## src/rtl/cpu_gen2_if.sv

```systemverilog
// Memory bus between the cpu_gen2 core (master) and its memory (slave).
// One request/ready handshake carries both reads and writes.
interface cpu_gen2_if #(
  parameter int DW = 8,
  parameter int AW = 16
) ();
  logic [AW-1:0] addr_bus;
  logic          mem_req;
  logic          mem_rdy;
  logic          data_write;
  logic [DW-1:0] rd_data;
  logic [DW-1:0] wr_data;

  modport master (
    output addr_bus, mem_req, data_write, wr_data,
    input  mem_rdy, rd_data
  );

  modport slave (
    input  addr_bus, mem_req, data_write, wr_data,
    output mem_rdy, rd_data
  );
endinterface

```

## src/rtl/cpu_gen2.sv

```systemverilog
// cpu_gen2: small accumulator CPU with a 6502-flavoured opcode subset,
// a handshaked memory bus and an internal return/data stack.
// Faults (undefined opcode, stack overflow/underflow) park the core in HALT.
module cpu_gen2 #(
  parameter int            DW          = 8,
  parameter int            AW          = 16,
  parameter int            STACK_DEPTH = 8,
  parameter logic [AW-1:0] RESET_PC    = '0
) (
  input  logic                           CLK,
  input  logic                           R,
  cpu_gen2_if.master                     bus,
  output logic [AW-1:0]                  pc_out,
  output logic [DW-1:0]                  reg_a,
  output logic [3:0]                     reg_p,
  output logic [2:0]                     curr_st,
  output logic [$clog2(STACK_DEPTH):0]   sp,
  output logic                           halted,
  output logic [1:0]                     fault
);
  localparam int IW  = $clog2(STACK_DEPTH);
  localparam int SPW = IW + 1;
  localparam int DW1 = DW + 1;

  typedef enum logic [2:0] {
    FETCH   = 3'd0,
    OPER_LO = 3'd1,
    OPER_HI = 3'd2,
    MEM_RD  = 3'd3,
    MEM_WR  = 3'd4,
    EXEC    = 3'd5,
    HALT    = 3'd6
  } st_e;

  localparam logic [7:0] OP_LDA_I = 8'hA9, OP_ADC = 8'h69, OP_SBC = 8'hE9;
  localparam logic [7:0] OP_AND   = 8'h29, OP_ORA = 8'h09, OP_EOR = 8'h49;
  localparam logic [7:0] OP_LDA_A = 8'hAD, OP_STA = 8'h8D;
  localparam logic [7:0] OP_JMP   = 8'h4C, OP_JSR = 8'h20, OP_RTS = 8'h60;
  localparam logic [7:0] OP_PHA   = 8'h48, OP_PLA = 8'h68;
  localparam logic [7:0] OP_BEQ   = 8'hF0, OP_BNE = 8'hD0;
  localparam logic [7:0] OP_BCS   = 8'hB0, OP_BCC = 8'h90;
  localparam logic [7:0] OP_CLC   = 8'h18, OP_SEC = 8'h38, OP_NOP = 8'hEA;

  // architectural and bus registers (p = {N,V,Z,C})
  st_e           st, st_n;
  logic [AW-1:0] pc, pc_n, addr_q, addr_n;
  logic [DW-1:0] a, a_n, lo, lo_n, wr_q, wr_n;
  logic [3:0]    p, p_n;
  logic [SPW-1:0] sp_q, sp_n;
  logic [7:0]    op, op_n;
  logic [1:0]    flt, flt_n;
  logic          hlt, hlt_n;

  // stack storage is never reset; only sp says what is valid
  logic [AW-1:0] stk [STACK_DEPTH];
  logic          push;
  logic [AW-1:0] push_val;

  // datapath helpers
  logic           hs;
  logic [7:0]     opc;
  logic [AW-1:0]  pc_inc, br_tgt, opnd, top;
  logic [DW-1:0]  m_op, lg_res;
  logic [DW:0]    sum;
  logic           vflag;
  logic [SPW-1:0] sp_m1;
  logic           sp_full, sp_empty;

  // bus requests are dropped the instant R rises so an in-flight access is abandoned
  assign bus.mem_req    = !R && (st inside {FETCH, OPER_LO, OPER_HI, MEM_RD, MEM_WR});
  assign bus.data_write = !R && (st == MEM_WR);
  assign bus.addr_bus   = addr_q;
  assign bus.wr_data    = wr_q;

  assign hs       = bus.mem_req && bus.mem_rdy;
  assign opc      = bus.rd_data[7:0];
  assign pc_inc   = pc + AW'(1);
  assign br_tgt   = pc_inc + {{(AW-DW){bus.rd_data[DW-1]}}, bus.rd_data};
  assign opnd     = AW'({bus.rd_data, lo});
  assign sp_m1    = sp_q - SPW'(1);
  assign top      = stk[sp_m1[IW-1:0]];
  assign sp_full  = (sp_q == SPW'(STACK_DEPTH));
  assign sp_empty = (sp_q == '0);

  assign pc_out  = pc;
  assign reg_a   = a;
  assign reg_p   = p;
  assign curr_st = st;
  assign sp      = sp_q;
  assign halted  = hlt;
  assign fault   = flt;

  // ALU: SBC is ADC of the inverted operand; V from operand/result sign mismatch
  always_comb begin
    m_op  = (op == OP_SBC) ? ~bus.rd_data : bus.rd_data;
    sum   = {1'b0, a} + {1'b0, m_op} + DW1'(p[0]);
    vflag = (a[DW-1] == m_op[DW-1]) && (sum[DW-1] != a[DW-1]);
    case (op)
      OP_AND:  lg_res = a & bus.rd_data;
      OP_ORA:  lg_res = a | bus.rd_data;
      OP_EOR:  lg_res = a ^ bus.rd_data;
      default: lg_res = bus.rd_data;
    endcase
  end

  // next-state and datapath decode; nothing moves without a handshake except EXEC
  always_comb begin
    st_n = st;  pc_n = pc;  a_n = a;  p_n = p;  sp_n = sp_q;  op_n = op;
    lo_n = lo;  flt_n = flt;  hlt_n = hlt;  wr_n = wr_q;  addr_n = addr_q;
    push = 1'b0;  push_val = '0;
    case (st)
      FETCH: if (hs) begin
        op_n = opc;
        pc_n = pc_inc;
        case (opc)
          OP_LDA_I, OP_ADC, OP_SBC, OP_AND, OP_ORA, OP_EOR,
          OP_LDA_A, OP_STA, OP_JMP, OP_JSR,
          OP_BEQ, OP_BNE, OP_BCS, OP_BCC:          st_n = OPER_LO;
          OP_RTS, OP_PHA, OP_PLA,
          OP_CLC, OP_SEC, OP_NOP:                  st_n = EXEC;
          default: begin
            st_n = HALT;  flt_n = 2'b01;  hlt_n = 1'b1;
          end
        endcase
      end
      OPER_LO: if (hs) begin
        lo_n = bus.rd_data;
        pc_n = pc_inc;
        st_n = FETCH;
        case (op)
          OP_LDA_I, OP_AND, OP_ORA, OP_EOR: begin
            a_n    = lg_res;
            p_n[3] = lg_res[DW-1];
            p_n[1] = (lg_res == '0);
          end
          OP_ADC, OP_SBC: begin
            a_n = sum[DW-1:0];
            p_n = {sum[DW-1], vflag, (sum[DW-1:0] == '0), sum[DW]};
          end
          OP_BEQ:  if (p[1])  pc_n = br_tgt;
          OP_BNE:  if (!p[1]) pc_n = br_tgt;
          OP_BCS:  if (p[0])  pc_n = br_tgt;
          OP_BCC:  if (!p[0]) pc_n = br_tgt;
          default: st_n = OPER_HI;
        endcase
      end
      OPER_HI: if (hs) begin
        pc_n = pc_inc;
        st_n = FETCH;
        case (op)
          OP_LDA_A: st_n = MEM_RD;
          OP_STA: begin
            st_n = MEM_WR;
            wr_n = a;
          end
          OP_JMP:   pc_n = opnd;
          OP_JSR: begin
            if (sp_full) begin
              pc_n = pc;  st_n = HALT;  flt_n = 2'b10;  hlt_n = 1'b1;
            end else begin
              push = 1'b1;  push_val = pc_inc;  sp_n = sp_q + SPW'(1);  pc_n = opnd;
            end
          end
          default: ;
        endcase
      end
      MEM_RD: if (hs) begin
        a_n    = bus.rd_data;
        p_n[3] = bus.rd_data[DW-1];
        p_n[1] = (bus.rd_data == '0);
        st_n   = FETCH;
      end
      MEM_WR: if (hs) st_n = FETCH;
      EXEC: begin
        st_n = FETCH;
        case (op)
          OP_RTS, OP_PLA: begin
            if (sp_empty) begin
              st_n = HALT;  flt_n = 2'b11;  hlt_n = 1'b1;
            end else begin
              sp_n = sp_m1;
              if (op == OP_RTS) pc_n = top;
              else begin
                a_n    = top[DW-1:0];
                p_n[3] = top[DW-1];
                p_n[1] = (top[DW-1:0] == '0);
              end
            end
          end
          OP_PHA: begin
            if (sp_full) begin
              st_n = HALT;  flt_n = 2'b10;  hlt_n = 1'b1;
            end else begin
              push = 1'b1;  push_val = {{(AW-DW){1'b0}}, a};  sp_n = sp_q + SPW'(1);
            end
          end
          OP_CLC:  p_n[0] = 1'b0;
          OP_SEC:  p_n[0] = 1'b1;
          default: ;
        endcase
      end
      default: ;
    endcase
    // the address only changes when a step completes, so it is held across stalls
    if (hs || st == EXEC)
      addr_n = (st_n == MEM_RD || st_n == MEM_WR) ? opnd : pc_n;
  end

  // architectural state and registered bus outputs
  always_ff @(posedge CLK or posedge R) begin
    if (R) begin
      st     <= FETCH;
      pc     <= RESET_PC;
      addr_q <= RESET_PC;
      a      <= '0;
      p      <= '0;
      sp_q   <= '0;
      op     <= '0;
      lo     <= '0;
      wr_q   <= '0;
      flt    <= '0;
      hlt    <= 1'b0;
    end else begin
      st     <= st_n;
      pc     <= pc_n;
      addr_q <= addr_n;
      a      <= a_n;
      p      <= p_n;
      sp_q   <= sp_n;
      op     <= op_n;
      lo     <= lo_n;
      wr_q   <= wr_n;
      flt    <= flt_n;
      hlt    <= hlt_n;
    end
  end

  // stack write port
  always_ff @(posedge CLK) begin
    if (push) stk[sp_q[IW-1:0]] <= push_val;
  end
endmodule

```

## src/flat_wrapper.sv

```systemverilog
// flat-port wrapper written by rule: the top's interface ports become plain ports
module cpu_gen2_flat 
#(
  parameter int            DW          = 8,
  parameter int            AW          = 16,
  parameter int            STACK_DEPTH = 8,
  parameter logic [AW-1:0] RESET_PC    = '0
)
  (CLK, R, pc_out, reg_a, reg_p, curr_st, sp, halted, fault, bus_addr_bus, bus_mem_req, bus_data_write, bus_wr_data, bus_mem_rdy, bus_rd_data);
  cpu_gen2_if #(.DW(DW), .AW(AW)) bus_i ();
  input  logic CLK;
  input  logic R;
  output logic [AW-1:0] pc_out;
  output logic [DW-1:0] reg_a;
  output logic [3:0] reg_p;
  output logic [2:0] curr_st;
  output logic [$clog2(STACK_DEPTH):0] sp;
  output logic halted;
  output logic [1:0] fault;
  output wire logic [$bits(bus_i.addr_bus)-1:0] bus_addr_bus;
  output wire logic [$bits(bus_i.mem_req)-1:0] bus_mem_req;
  output wire logic [$bits(bus_i.data_write)-1:0] bus_data_write;
  output wire logic [$bits(bus_i.wr_data)-1:0] bus_wr_data;
  input wire logic [$bits(bus_i.mem_rdy)-1:0] bus_mem_rdy;
  input wire logic [$bits(bus_i.rd_data)-1:0] bus_rd_data;
  assign bus_addr_bus = bus_i.addr_bus;
  assign bus_mem_req = bus_i.mem_req;
  assign bus_data_write = bus_i.data_write;
  assign bus_wr_data = bus_i.wr_data;
  assign bus_i.mem_rdy = bus_mem_rdy;
  assign bus_i.rd_data = bus_rd_data;
  cpu_gen2 #(.DW(DW), .AW(AW), .STACK_DEPTH(STACK_DEPTH), .RESET_PC(RESET_PC)) u_core (.CLK(CLK), .R(R), .bus(bus_i), .pc_out(pc_out), .reg_a(reg_a), .reg_p(reg_p), .curr_st(curr_st), .sp(sp), .halted(halted), .fault(fault));
endmodule
```

## config.mk

```make
export PLATFORM = sky130hd
export DESIGN_NAME = cpu_gen2_flat
export DESIGN_NICKNAME = d
export VERILOG_FILES = /design/src/rtl/cpu_gen2_if.sv /design/src/rtl/cpu_gen2.sv /design/src/flat_wrapper.sv
export SDC_FILE = /design/constraint.sdc
export NUM_CORES = 1
export LEC_CHECK = 0
export ABC_AREA = 1
export CAP_MARGIN = 0
export CORE_MARGIN = 3
export CORE_UTILIZATION = 28
export CTS_CLUSTER_SIZE = 30
export DETAILED_ROUTE_END_ITERATION = 16
export GPL_ROUTABILITY_DRIVEN = 0
export SYNTH_ARGS = -nofsm -noshare
export SYNTH_HDL_FRONTEND = slang
export SYNTH_SLANG_ARGS = --single-unit
```

## constraint.sdc

```tcl
create_clock -name CLK -period 6.67 [get_ports CLK]
set_input_delay 1.334 -clock CLK [delete_from_list [all_inputs] [get_ports CLK]]
set_output_delay 1.334 -clock CLK [all_outputs]
set_load 0.05 [all_outputs]
```

==> out/qor.csv <==
stage,metric,value,unit
sta,final setup TNS,0,ps
power_and_ir_drop,P per Cell Area,175.2,mW/mm^2
logic_synthesis,Synth Warn #,0,
setup_path,Worst setup EP type,register,
logic_synthesis,post-synth top area share,28.51,%
die,Die X,225.4,um
die,die span in y,225.4,um
finish,most frequent cells in the layout,"nand2_1, nor2_1, nand3_1, inv_1, o21ai_0",
setup_path,r2r endpoint,u_core.reg_p[1],
route,via count of the routed design,13080,
sta,Final period util,64.78,%
finish,"commonest non-fill, non-tap cell in the layout",nand2_1,
route,Antenna Violating Nets Remaining,0,
logic_synthesis,Syn Nets,1874,
finish,area delta synth->final,15.80,%
power_and_ir_drop,Sw Ratio,23.11,%
clocking,CTS resizes,0,
clocking,CTS buffer count,24,
status,outcome,finished clean,
min_path,Worst Hold End,u_core.bus.addr_bus[12],
clocking,clock latency on the worst-skew pair,540,ps
route,vias per cell,5.237,
die,core area,0.04705,sq mm
sta,post-layout min period,4321,ps
setup_path,element type at the critical path start,input pin,
global_routing,first-pass GRT wire length,74420,um
setup_path,R2R depth,18,
logic_synthesis,Synth Instances,1816,
die,I/O Pins,75,
sta,worst hold slack,489.0,ps
finish,layout cells sized above 1,5.926,%
global_routing,antenna violations before repair,0,
clocking,CTS Buffer Depth,3,
setup_path,R2R setup slack,2430,ps
power_and_ir_drop,Comb pwr share,4.8,%
finish,diodes inserted,0,
power_and_ir_drop,Max rail drop VDD,0.1596,mV
logic_synthesis,cell taking the most area after synthesis,edfxtp_1,
die,full die area,0.05082,sq mm
min_path,WHS Path Cells,2,
setup_path,Setup Crit Path Kind,in2reg,
global_routing,total gr overflow,0,
finish,Final #Nets,1931,
min_path,hold path start,u_core.bus.addr_bus[12],
setup_path,worst endpoint data arrival time,4770,ps
global_routing,GRT Resource Usage Total,18.69,%
die,cell row count,79,
global_routing,pin count of the biggest net entering global routing,68,
power_and_ir_drop,Clk pwr share,45.8,%
die,Starting Density,28.65,%
clocking,CTS Hold Bufs,0,
logic_synthesis,asr flop ratio synth,37.86,%
power_and_ir_drop,internal power,0.002103,W
logic_synthesis,"top cells by area, synth","edfxtp_1, dfrtp_1, nand2_1",
route,drt first pass iters,6,
min_path,worst hold-check path type,reg2reg,
setup_path,Reg-to-Reg Start,u_core.op[1],
setup_path,worst-path fanout max,10,
logic_synthesis,"Avg Cell Area, Syn",7.424,sq um
sta,setup violators final,0,
clocking,clock-pin slew on the worst setup and hold paths,60,ps
route,DRC,0,
sta,max_slew headroom,17.96,%
clocking,H-tree depth,1,
route,Routed WL,48080,um
logic_synthesis,most used flip-flop cell after synthesis,edfxtp_1,
place,PortBufs,74,
logic_synthesis,register area share after synthesis,42.99,%
logic_synthesis,Post-Syn Area,0.01348,sq mm
logic_synthesis,Post-synth EDFFs,128,
place,hpwl dp,34040,um
logic_synthesis,post-synthesis cell type count,57,
sta,actual slew at the worst max-slew pin,1227,ps
flow_run,max cap viols,0,
sta,Slew Limit Fails,0,
power_and_ir_drop,P_leak,6.618,nW
power_and_ir_drop,Sw Pwr,0.0006322,W
clocking,clock sinks,206,
sta,clk_skew,17.24,ps
clocking,TritonCTS clock tree,done,
clocking,root buffer cell,clkbuf_16,
global_routing,number of global-route vias before repair,12390,
sta,RSZ-0062 raised after global routing,no,
setup_path,CP required,7120,ps
logic_synthesis,Synth Register Bits,206,
route,routed length per instance,19.25,um
sta,fmax,0.2314,GHz
clocking,"Setup Fix Bufs, Post-CTS",0,
sta,count of endpoints failing hold in the final timing report,0,
power_and_ir_drop,Reg power frac,49.4,%
route,DR iter-0 viols,1385,
final cells by class:
| class | instances | area, sq um |
|---|---|---|
| inverters | 196 | 737.0 |
| multi-input cells | 1349 | 6679 |
| well taps | 607 | 759.5 |
| flip-flops and latches | 206 | 5797 |
| clock buffers | 35 | 651.9 |
| fillers | 4938 | 31440 |
| clock inverters | 8 | 81.33 |
| repair buffers | 96 | 905.9 |
per-layer routing:
layer	up-vias	global-route usage [%]	share of wire, %
met5	-	0	0
met4	0	6.601	3.7
met3	107	3.452	9.0
met2	678	29.37	45
met1	6157	25.84	43
li1	6135	-	-
through the flow:
stage / cell area (sq um) / setup slack (ps) / std cells / util [%] / power (W)
6_report: 15610 / 2349 / 2497 / 33.18 / 0.002735
5_1_grt: 15610 / 2021 / 2497 / 33.18 / 0.002817
4_1_cts: 15610 / 2487 / 2497 / 33.18 / 0.002754
3_5_place_dp: 14880 / 1962 / 2454 / 31.62 / 0.001506
3_3_place_gp: 14880 / 1998 / 2454 / 31.62 / 0.001505
2_1_floorplan: 13480 / 2138 / 1816 / - / 0.001458
kinds of logic after synthesis:
group                    share of synthesized area [%]
AND/OR/NAND/NOR                                  31.76
AO/OA/AOI/OAI                                    11.52
buffers and inverters                            7.712
flip-flops                                       42.99
adder cells (fa/ha/maj)                          4.529
XOR/XNOR                                         1.494
cell usage after synthesis (all sizes together) (2+ instances only):
master and count:
nand2 509, nor2 265, inv 194, nand3 192, o21ai 139, edfxtp 128
dfrtp 78, a21oi 51, ha 44, buf 33, clkbuf 32, o211ai 29
nand4 21, xor2 18, nor3 17, o22ai 16, a22oi 7, a221oi 5
nand3b 5, xnor2 5, fa 3, o21bai 3, a21o 2, a31oi 2
clkinv 2
flip-flops by register name, summed over array words and instances, names as in the netlist:
name and count:
u_core.sp 4, u_core.op 8, u_core.pc_out 16, u_core.reg_p 4
u_core.bus.addr_bus 16, u_core.bus.wr_data 8, u_core.halted 1, u_core.reg_a 8
u_core.lo 8, u_core.stk 128, u_core.fault 2, u_core.curr_st 3
power by group through the flow:
stage / combinational, W / sequential, W / clock [W]
6_report: 0.000132 / 0.00135 / 0.00125
5_1_grt: 0.000146 / 0.00135 / 0.00132
4_1_cts: 0.000130 / 0.00135 / 0.00127
3_5_place_dp: 0.000130 / 0.00138 / 0
3_3_place_gp: 0.000128 / 0.00138 / 0
2_1_floorplan: 0.0000819 / 0.00138 / 0
critical path, cell delays in order:
cell,delay (ps)
clkdlybuf4s50_1,930
clkinv_1,600
xor2_1,300
ha_1,360
nand2_1,70
inv_1,90
nand3_1,70
o21ai_0,260
xor2_1,230
nand4_1,140
nand2_1,90
nand4_1,100
a21oi_1,180
how the worst max path moves through the flow:
stage                         startpoint                      to  cells past startpoint
after floorplan                        R  u_core.bus.addr_bus[3]                     15
after CTS                              R          bus_data_write                      3
after global placement    bus_rd_data[4]         u_core.reg_p[1]                     13
after detailed placement  bus_rd_data[4]         u_core.reg_p[1]                     13
final                     bus_rd_data[4]         u_core.reg_p[1]                     13
after global routing        u_core.op[1]         u_core.reg_p[1]                     18
No activity file was read; power rests on OpenSTA's default activity.
